--- src/rtl/updown_counter_div_pkg.sv ---
// Shared constants for the up/down counter and its prescaler.
// Direction encoding and default sizes live here so display blocks agree on them.
package updown_counter_div_pkg;

    localparam logic DIR_UP = 1'b1;
    localparam logic DIR_DN = 1'b0;

    localparam int DEF_WIDTH    = 4;
    localparam int DEF_DIV_BITS = 23;
    localparam int SIM_DIV_BITS = 2;

endpackage

--- src/rtl/updown_counter_div_tick_gen.sv ---
// Free-running prescaler issuing a one-cycle enable tick every 2^DIV_BITS clocks.
// tick_now flags the edge on which the registered tick rises; clr restarts the period.
module tick_gen #(
    parameter int DIV_BITS = 23
) (
    input  logic clk,
    input  logic reset,
    input  logic clr,
    output logic tick_now,
    output logic tick
);

    logic [DIV_BITS-1:0] div;

    assign tick_now = &div;

    always_ff @(posedge clk) begin
        if (reset || clr) begin
            div  <= '0;
            tick <= 1'b0;
        end else begin
            div  <= div + 1'b1;
            tick <= tick_now;
        end
    end

endmodule

--- src/rtl/updown_counter_div.sv ---
// Loadable up/down counter stepped by an internal prescaler tick, with wrap or
// saturate at the ends and a registered terminal-count pulse.
module updown_counter_div
    import updown_counter_div_pkg::*;
#(
    parameter int WIDTH    = DEF_WIDTH,
    parameter int DIV_BITS = DEF_DIV_BITS,
    parameter int SATURATE = 0
) (
    input  logic             clk,
    input  logic             reset,
    input  logic             en,
    input  logic             up_dn,
    input  logic             load,
    input  logic [WIDTH-1:0] load_val,
    output logic [WIDTH-1:0] count,
    output logic             tick,
    output logic             tc
);

    localparam logic [WIDTH-1:0] CNT_MAX = '1;
    localparam logic [WIDTH-1:0] CNT_MIN = '0;

    logic tick_now;

    // Load also restarts the prescaler so the next step is a full period away.
    tick_gen #(
        .DIV_BITS(DIV_BITS)
    ) u_tick_gen (
        .clk     (clk),
        .reset   (reset),
        .clr     (load),
        .tick_now(tick_now),
        .tick    (tick)
    );

    always_ff @(posedge clk) begin
        if (reset) begin
            count <= '0;
            tc    <= 1'b0;
        end else if (load) begin
            count <= load_val;
            tc    <= 1'b0;
        end else begin
            tc <= 1'b0;
            if (tick_now && en) begin
                if (up_dn == DIR_UP) begin
                    if (count == CNT_MAX) begin
                        tc    <= 1'b1;
                        count <= (SATURATE != 0) ? CNT_MAX : CNT_MIN;
                    end else begin
                        count <= count + 1'b1;
                    end
                end else begin
                    if (count == CNT_MIN) begin
                        tc    <= 1'b1;
                        count <= (SATURATE != 0) ? CNT_MIN : CNT_MAX;
                    end else begin
                        count <= count - 1'b1;
                    end
                end
            end
        end
    end

endmodule

--- config.mk ---
export PLATFORM = sky130hd
export DESIGN_NAME = updown_counter_div
export DESIGN_NICKNAME = d
export VERILOG_FILES = /design/src/rtl/updown_counter_div_pkg.sv /design/src/rtl/updown_counter_div_tick_gen.sv /design/src/rtl/updown_counter_div.sv
export SDC_FILE = /design/constraint.sdc
export NUM_CORES = 1
export LEC_CHECK = 0
export ABC_AREA = 1
export BUFFER_PORTS_ARGS = -buffer_cell sky130_fd_sc_hd__clkbuf_2
export CORE_ASPECT_RATIO = 1.5
export CORE_MARGIN = 1.5
export CORE_UTILIZATION = 30
export DETAILED_ROUTE_END_ITERATION = 8
export GPL_TIMING_DRIVEN = 0
export PLACE_DENSITY = 0.45
export SLEW_MARGIN = 20
export SYNTH_ARGS = -nofsm -noshare
export SYNTH_HDL_FRONTEND = slang
export SYNTH_SLANG_ARGS = --single-unit
--- constraint.sdc ---
create_clock -name clk -period 1.6 [get_ports clk]
set_input_delay 0.08 -clock clk [delete_from_list [all_inputs] [get_ports clk]]
set_output_delay 0.08 -clock clk [all_outputs]
set_load 0.01 [all_outputs]
==> summary.txt, run 1 <==
Leakage: 0.7612 nW
die span in x: 62.38 microns
first-pass GRT wire length: 6389 microns
PnR worst setup slack: 0.1140 ns
FF-to-FF Start: u_tick_gen.div[0]
H-tree depth: 2
Clock Power Share: 0.410
hold buffers post-CTS: 0
fin nets: 273
Max IR drop VDD: 384.0 uV
Combinational Power Share: 0.084
Worst R2R End: count[3]
CTS tree: done
Total Power: 1.481 mW
synth warn: 0
PwrDens: 789.0 mW/mm^2
slew margin rel.: 0.6428
Max-Cap Viols: 0
CTS root buf: clkbuf_8
final core occ: 0.3662
Ant. Diodes: 0
register bit total from synthesis: 29
Worst Hold Class: input pin to flop
Post-Layout Cell Count: 330
Synth top cells by count: nand2_1 (49), nor2_1 (35), inv_1 (33), dfxtp_1 (29), a21oi_1 (17)
Syn-to-layout area delta: 18.30%
status: finished clean
Avg Cell Area, Syn: 6.694 sq um
TritonCTS buffer count: 5
synthesized area: 0.001587 sq mm
hold_sp: en
setup slack at placement: -0.05413 ns
Net Switching: 0.3996 mW
critical path class: flop to flop
crit path launch: u_tick_gen.div[0]
ys async rst share: 0
flop2flop setup slack: 0.11 ns
Worst-Margin Slew: 0.5353 ns
DR iter-0 viols: 67
Final Max Slew Viols: 0
CP Data Required Time: 1.78 ns
fmax: 672.9 MHz
initial antenna violation count: 0
leading area contributor after synthesis: dfxtp_1
ys flop type: dfxtp_1
CTS Sinks: 29
Clk pin slew, worst setup/hold paths: 0.07 ns
layout cells sized above 1: 0.1985
sequential area share after synthesis: 0.3659
final WL: 3700 microns
post-layout min period: 1.486 ns
total congestion overflow: 0
WP data arrival: 1.67 ns
Internal Pwr Total: 1.081 mW
largest net degree at the start of global routing: 11
Bufs on Longest Clock Path: 2
synth unique cells: 30
total iterations of the first detailed-routing run: 4
Yosys top cell area share: 0.3659
DP Wirelength: 2822 microns
Post-DRT Antenna Nets: 0
syn_nets: 249
die area: 0.005743 sq mm
top-count cell post-synth: nand2_1
Synth Instances: 237
Top Ports: 15
vias in the first global route: 1474
end of the critical path: count[3]
Final period util: 0.9288
post-placement cell count: 319
Crit Path Max Fanout: 7
setup TNS after final layout: 0 ns
Post-synth EDFFs: 0
kind of start point of the critical path: flop
Sw Share: 0.2698
site row count: 32
Routed WL per cell: 11.21 microns
Placer Congestion: 0.7650
PortBufs: 14
clk_skew: 0.007735 ns
Crit. End Element: flop
Setup-failing EPs final: 0
Sequential Power Share: 0.506
GRT Util Overall: 0.1417
core area: 0.005125 sq mm
Synth area leaders: dfxtp_1 (37%), nand2_1 (12%), nor2_1 (8.3%)
worst skew pair latency: 0.28 ns
cells on worst reg2reg path: 10
Starting Density: 0.3096
DR vias/cell: 4.527
Chip Height: 92.07 microns
routed via count: 1494
Hold Vio Cnt, Final: 0
DRC: 0
layout make-up:
| type | instances | area (sq um) |
|---|---|---|
| Buffer | 2 | 8.758 |
| Clock buffer | 5 | 68.82 |
| Clock inverter | 3 | 17.52 |
| Fill cell | 599 | 3248 |
| Inverter | 36 | 135.1 |
| Multi-Input combinational cell | 170 | 884.6 |
| Sequential cell | 29 | 584.3 |
| Tap cell | 68 | 85.08 |
| Timing Repair Buffer | 17 | 92.59 |
worst max-delay path, cell delays in order (launching register included):
cell      delay, ns
dfxtp_2        0.36
ha_2           0.20
nand2_2        0.10
nor2_8         0.14
nand2_4        0.10
nor2_8         0.14
nand3_4        0.13
nand2_2        0.09
nand2_1        0.06
clkinv_1       0.04
nor2_1         0.03
layer usage:
| metal | routed length [microns] | vias up | track usage | share of wire |
|---|---|---|---|---|
| li1 | - | 803 | - | - |
| met1 | 1588 | 661 | 0.1456 | 0.43 |
| met2 | 1923 | 25 | 0.2726 | 0.52 |
| met3 | 121 | 5 | 0.02945 | 0.033 |
| met4 | 66 | 0 | 0.06111 | 0.018 |
| met5 | 0 | - | 0 | 0 |
logic make-up (layout without fill, tap and decap cells):
family / count (synthesis) / after routing / synth area share
buffers and inverters: 38 / 63 / 0.09069
AOI/OAI and AO/OA: 34 / 34 / 0.1128
xor gates and xnor gates: 2 / 2 / 0.01104
adders and majority gates: 3 / 3 / 0.02366
DFF: 29 / 29 / 0.3659
and+or+nand+nor: 131 / 131 / 0.3959
sequential cells by signal, summed over array words and instances (netlist names):
signal / count
count: 4
u_tick_gen.div: 23
u_tick_gen.tick: 1
tc: 1
metrics by stage:
stage	hold slack, ns	cell area [sq um]
3_5_place_dp	0.3872	1742
5_1_grt	0.08013	1877
6_report	0.08317	1877
4_1_cts	0.09062	1842
3_3_place_gp	0.3878	1742
2_1_floorplan	0.2325	1587
worst min path at each step:
stage	end	slack, ns	cells past startpoint
after floorplan	tc	0.23	1
after global placement	tc	0.39	2
after detailed placement	tc	0.39	2
after CTS	tc	0.09	2
after global routing	tc	0.08	2
final	tc	0.08	2
repair_timing:
| action | 4_1_cts | 5_1_grt |
|---|---|---|
| endpoints found under the setup margin | 5 | 8 |
| buffers inserted | 1 | 2 |
| pin swaps | 1 | 2 |
| resized for setup | 2 | 9 |
| hold endpoints to repair | 0 | 0 |
cells in the final DEF (no fill, tap or decap), types with 3 or more instances in the layout:
master,instances
a21oi_1,16
buf_4,3
clkbuf_2,14
clkbuf_8,5
dfxtp_1,26
dfxtp_2,3
inv_1,33
nand2_1,48
nand2_2,5
nand3_1,16
nand4_1,4
nor2_1,32
nor2_2,6
nor3_1,9
o21ai_0,6
o21ai_1,7
power groups by stage:
| stage | sequential [mW] | combinational [mW] | clock, mW |
|---|---|---|---|
| after CTS | 0.748 | 0.125 | 0.629 |
| after floorplan | 0.765 | 0.0788 | 0 |
| after global placement | 0.765 | 0.126 | 0 |
| after detailed placement | 0.765 | 0.125 | 0 |
| after global routing | 0.751 | 0.145 | 0.660 |
| final | 0.749 | 0.125 | 0.607 |
(Power assumes the default switching activity.)
==> inputs of run 2 (changes only) <==
==> constraint.sdc (replaced) <==
create_clock -name clk -period 1.69 [get_ports clk]
set_input_delay 0.0845 -clock clk [delete_from_list [all_inputs] [get_ports clk]]
set_output_delay 0.0845 -clock clk [all_outputs]
set_load 0.01 [all_outputs]
==> summary.txt, run 2 (synthesized netlist as in run 1, its figures left out) <==
Top Ports: 15
Crit. End Element: flop
CTS tree: done
area of the multi-input gates: 869.6 sq um
Starting Density: 0.3096
Clk pin slew, worst setup/hold paths: 0.07 ns
site row count: 32
vias in the first global route: 1459
total iterations of the first detailed-routing run: 4
register with the most flip-flops: u_tick_gen.div
Bufs and invs on worst path: 1
delay-heaviest family, CP: simple AND/OR/NAND/NOR gates
first-pass GRT wire length: 6313 microns
core area: 0.005125 sq mm
commonest non-fill, non-tap cells in the layout: nand2_1 (49), nor2_1 (35), inv_1 (33)
crit-path max cell delay: 0.36 ns
Final Max Slew Viols: 0
total congestion overflow: 0
Total Power: 1.400 mW
Worst-Margin Slew: 0.5239 ns
Post-DRT Antenna Nets: 0
fin nets: 272
sequence of cells on the critical path: ha_2 -> nand2_2 -> nor2_8 -> nand2_4 -> nor2_8 -> nand3_4 -> nand2_1 -> nand2_1 -> clkinv_1 -> nor2_1
Hold Vio Cnt, Final: 0
kind of start point of the critical path: flop
flip-flop count of the largest register after layout: 23
DR vias/cell: 4.532
die area: 0.005743 sq mm
WP data arrival: 1.72 ns
Regs by FF count: u_tick_gen.div x23, count x4
Crit-path slowest cell: dfxtp_2
PwrDens: 756.0 mW/mm^2
post-layout min period: 1.543 ns
die span in x: 62.38 microns
routed via count: 1491
Setup-failing EPs final: 0
critical path class: flop to flop
layout cells sized above 1: 0.1648
Syn-to-layout area delta: 16.72%
DRC: 0
CTS root buf: clkbuf_8
Placer Congestion: 0.7650
Worst Hold Class: input pin to flop
register area: 581.8 sq um
initial antenna violation count: 0
Final period util: 0.9131
hold buffers post-CTS: 0
DR iter-0 viols: 77
Max IR drop VDD: 361.8 uV
Routed WL per cell: 11.17 microns
Ant. Diodes: 0
Bufs on Longest Clock Path: 2
PortBufs: 14
Fill cells: 599
setup TNS after final layout: 0 ns
Chip Height: 92.07 microns
fmax: 648.0 MHz
final core occ: 0.3613
CTS Sinks: 29
largest net degree at the start of global routing: 11
GRT Util Overall: 0.1401
status: finished clean
final WL: 3674 microns
worst skew pair latency: 0.29 ns
H-tree depth: 2
clk_skew: 0.008554 ns
commonest non-fill, non-tap cell in the layout: nand2_1
slew margin rel.: 0.6504
RSZ-0062 raised after global routing: false
Leakage: 0.7545 nW
CP Data Required Time: 1.87 ns
Crit Path Max Fanout: 7
Max-Cap Viols: 0
TritonCTS buffer count: 5
DP Wirelength: 2822 microns
run 2: changes by cell type in the layout (fill, tap and decap cells not counted), sizes merged:
cell / change
buf: -1
run 2: area by class of cell:
type,count,share of cell area
Multi-Input combinational cell,170,0.4696
Sequential cell,29,0.3142
Inverter,36,0.07297
Timing Repair Buffer,16,0.04595
Tap cell,68,0.04595
Clock buffer,5,0.03716
Clock inverter,3,0.009459
Buffer,2,0.004730
run 2: worst paths after layout:
path	from	to	slack (ns)	cells after the start
hold reg to reg	u_tick_gen.div[0]	u_tick_gen.div[0]	0.45	1
setup / recovery	u_tick_gen.div[0]	count[3]	0.15	10
hold / removal	en	tc	0.09	2
setup reg to reg	u_tick_gen.div[0]	count[3]	0.15	10
run 2: layer usage:
layer,routed length (microns),up-vias,part of all wire,track usage
li1,-,800,-,-
met1,1595,656,0.43,0.1440
met2,1878,30,0.51,0.2690
met3,133,5,0.036,0.02945
met4,66,0,0.018,0.06111
met5,0,-,0,0
run 2: where the power goes:
group	total (mW)	switching [mW]	internal (mW)
Clock	0.575	0.291	0.284
Combinational	0.117	0.0717	0.0452
Sequential	0.709	0.0153	0.693
Total	1.40	0.378	1.02
run 2: timing repair:
action / 4_1_cts / 5_1_grt
buffers inserted: 0 / 2
hold endpoints to repair: 0 / 0
gates resized for setup: 0 / 3
endpoints found under the setup margin: 0 / 6
run 2: per-stage QoR:
stage / instances / setup WS [ns] / hold slack [ns] / area (sq um)
6_report: 329 / 0.1469 / 0.08983 / 1852
5_1_grt: 329 / 0.005259 / 0.09122 / 1852
4_1_cts: 327 / 0.02810 / 0.09512 / 1828
3_5_place_dp: 319 / 0.03587 / 0.3917 / 1742
3_3_place_gp: 319 / 0.03069 / 0.3923 / 1742
2_1_floorplan: 237 / 0.2587 / 0.2370 / 1587
==> inputs of run 3 (changes only) <==
--- a/config.mk
+++ b/config.mk
@@ -10,9 +10,10 @@
 export CORE_ASPECT_RATIO = 1.5
 export CORE_MARGIN = 1.5
 export CORE_UTILIZATION = 30
+export CTS_CLUSTER_SIZE = 28
 export DETAILED_ROUTE_END_ITERATION = 8
 export GPL_TIMING_DRIVEN = 0
-export PLACE_DENSITY = 0.45
+export PLACE_DENSITY = 0.47
 export SLEW_MARGIN = 20
 export SYNTH_ARGS = -nofsm -noshare
 export SYNTH_HDL_FRONTEND = slang
==> constraint.sdc (replaced) <==
create_clock -name clk -period 1.4 [get_ports clk]
set_input_delay 0.07 -clock clk [delete_from_list [all_inputs] [get_ports clk]]
set_output_delay 0.07 -clock clk [all_outputs]
set_load 0.005 [all_outputs]
==> summary.txt, run 3 (synthesized netlist as in run 1, its figures left out) <==
cells on worst reg2reg path: 10
initial antenna violation count: 0
Final Max Slew Viols: 0
Clock Power Share: 0.474
flip-flop count of the largest register after layout: 23
Starting Density: 0.3096
Ant. Diodes: 0
kind of start point of the critical path: flop
post-layout min period: 1.404 ns
Sw Share: 0.2274
vias in the first global route: 1461
layout cells sized above 1: 0.2772
Top Ports: 15
Hold Vio Cnt, Final: 0
Net Switching: 0.4344 mW
routed via count: 1526
commonest non-fill, non-tap cells in the layout: nand2_1 (44), inv_1 (32), nor2_1 (31)
WP data arrival: 1.58 ns
sequence of cells on the critical path: ha_4 -> nand2_4 -> nor2_8 -> nand2_4 -> nor2_8 -> nand3_4 -> nand2_2 -> nand2_1 -> clkinv_1 -> nor2_1
final WL: 3844 microns
Max-Cap Viols: 0
Crit. End Element: flop
hold_sp: en
clk_skew: 0.008237 ns
worst skew pair latency: 0.28 ns
die area: 0.005743 sq mm
Final Cell Area: 0.002046 sq mm
CP Data Required Time: 1.58 ns
GRT Util Overall: 0.1429
Area after DPL: 0.001750 sq mm
DP Wirelength: 2816 microns
PnR worst setup slack: -0.003518 ns
Crit-path slowest cell: dfxtp_4
status: finished, violations left
Setup-failing EPs final: 3
register with the most flip-flops: u_tick_gen.div
CTS tree: done
Placer Congestion: 0.7506
Syn-to-layout area delta: 28.94%
final core occ: 0.3992
post-placement cell count: 319
Chip Height: 92.07 microns
die span in x: 62.38 microns
Regs by FF count: u_tick_gen.div x23, count x4
RSZ-0062 raised after global routing: true
Clk pin slew, worst setup/hold paths: 0.07 ns
CTS root buf: clkbuf_8
worst hold stages: 2
Worst Hold Class: input pin to flop
fin nets: 278
Leakage: 0.8453 nW
fmax: 712.5 MHz
total iterations of the first detailed-routing run: 4
CTS Sinks: 29
Crit Path Max Fanout: 7
Internal Pwr Total: 1.476 mW
total congestion overflow: 0
setup slack at placement: -0.2325 ns
Worst Hold Slack: 0.07177 ns
DR iter-0 viols: 30
Sequential Power Share: 0.448
Post-DRT Antenna Nets: 0
delay-heaviest family, CP: simple AND/OR/NAND/NOR gates
commonest non-fill, non-tap cell in the layout: nand2_1
Routed WL per cell: 11.47 microns
PwrDens: 933.9 mW/mm^2
Final period util: 1.003
site row count: 32
TritonCTS buffer count: 5
first-pass GRT wire length: 6306 microns
Bufs on Longest Clock Path: 2
sink of the worst hold path: tc
Worst-Margin Slew: 0.5375 ns
FF-to-FF Start: u_tick_gen.div[0]
crit-path max cell delay: 0.37 ns
Bufs and invs on worst path: 1
critical path class: flop to flop
Combinational Power Share: 0.078
DRC: 0
core area: 0.005125 sq mm
flop2flop setup slack: -0.004 ns
DR vias/cell: 4.555
Max IR drop VDD: 662.9 uV
slew margin rel.: 0.6413
Worst R2R End: count[3]
PortBufs: 14
largest net degree at the start of global routing: 11
failing checks: setup timing
H-tree depth: 2
Post-Layout Cell Count: 335
-- run 3: changes by cell type in the layout (fill, tap and decap cells not counted), moves of 3 or more --
cell	change
buf_4	+5
dfxtp_1	-7
nor2_1	-4
dfxtp_2	+5
nand2_2	+4
nand2_1	-5
nor3_1	-3
-- run 3: what timing repair did --
| action | 4_1_cts | 5_1_grt |
|---|---|---|
| gates resized for setup | 15 | 19 |
| gates cloned | 0 | 0 |
| endpoints found under the setup margin | 12 | 12 |
| setup buffers | 5 | 3 |
| pin swaps | 9 | 9 |
| hold buffers | 0 | 0 |
-- run 3: power groups by stage --
stage / Sequential (mW) / Combinational, mW / Clock, mW
after floorplan: 0.871 / 0.0903 / 0
final: 0.856 / 0.148 / 0.906
after detailed placement: 0.875 / 0.140 / 0
after global placement: 0.875 / 0.140 / 0
after CTS: 0.855 / 0.148 / 0.935
after global routing: 0.857 / 0.170 / 0.979
-- run 3: final cells by class --
type                    instances  area [sq um]
clock buffers                   7         86.33
well taps                      68         85.08
multi-input cells             170         962.2
repair buffers                 22         142.6
flip-flops and latches         29         595.6
inverters                      36         135.1
fillers                       592          3079
clock inverters                 1         30.03
plain buffers                   2         8.758
-- run 3: worst max-delay path by stage --
stage                            from                 end  slack [ns]  cells after the start
finish              u_tick_gen.div[0]            count[3]      -0.004                     10
CTS                          count[1]            count[3]       -0.03                     12
floorplan           u_tick_gen.div[0]            count[3]      -0.003                     10
global placement    u_tick_gen.div[0]  u_tick_gen.div[18]       -0.22                     10
global route        u_tick_gen.div[0]            count[2]       -0.11                      8
detailed placement  u_tick_gen.div[0]  u_tick_gen.div[18]       -0.23                     10
-- run 3: per-layer routing --
layer / GRT usage / part of all wire / vias up / routed length [microns]
met5: 0 / 0 / - / 0
met4: 0.06667 / 0.021 / 0 / 79
met3: 0.03313 / 0.027 / 6 / 103
met2: 0.2763 / 0.52 / 22 / 2007
met1: 0.1417 / 0.43 / 678 / 1654
li1: - / - / 820 / -
-- run 3: metrics by stage --
| stage | power (mW) | TNS, ns |
|---|---|---|
| global placement | 1.015 | -1.444 |
| finish | 1.911 | -0.007397 |
| CTS | 1.938 | -0.04667 |
| detailed placement | 1.015 | -1.510 |
| global route | 2.007 | -0.6317 |
| floorplan | 0.9612 | -0.003307 |
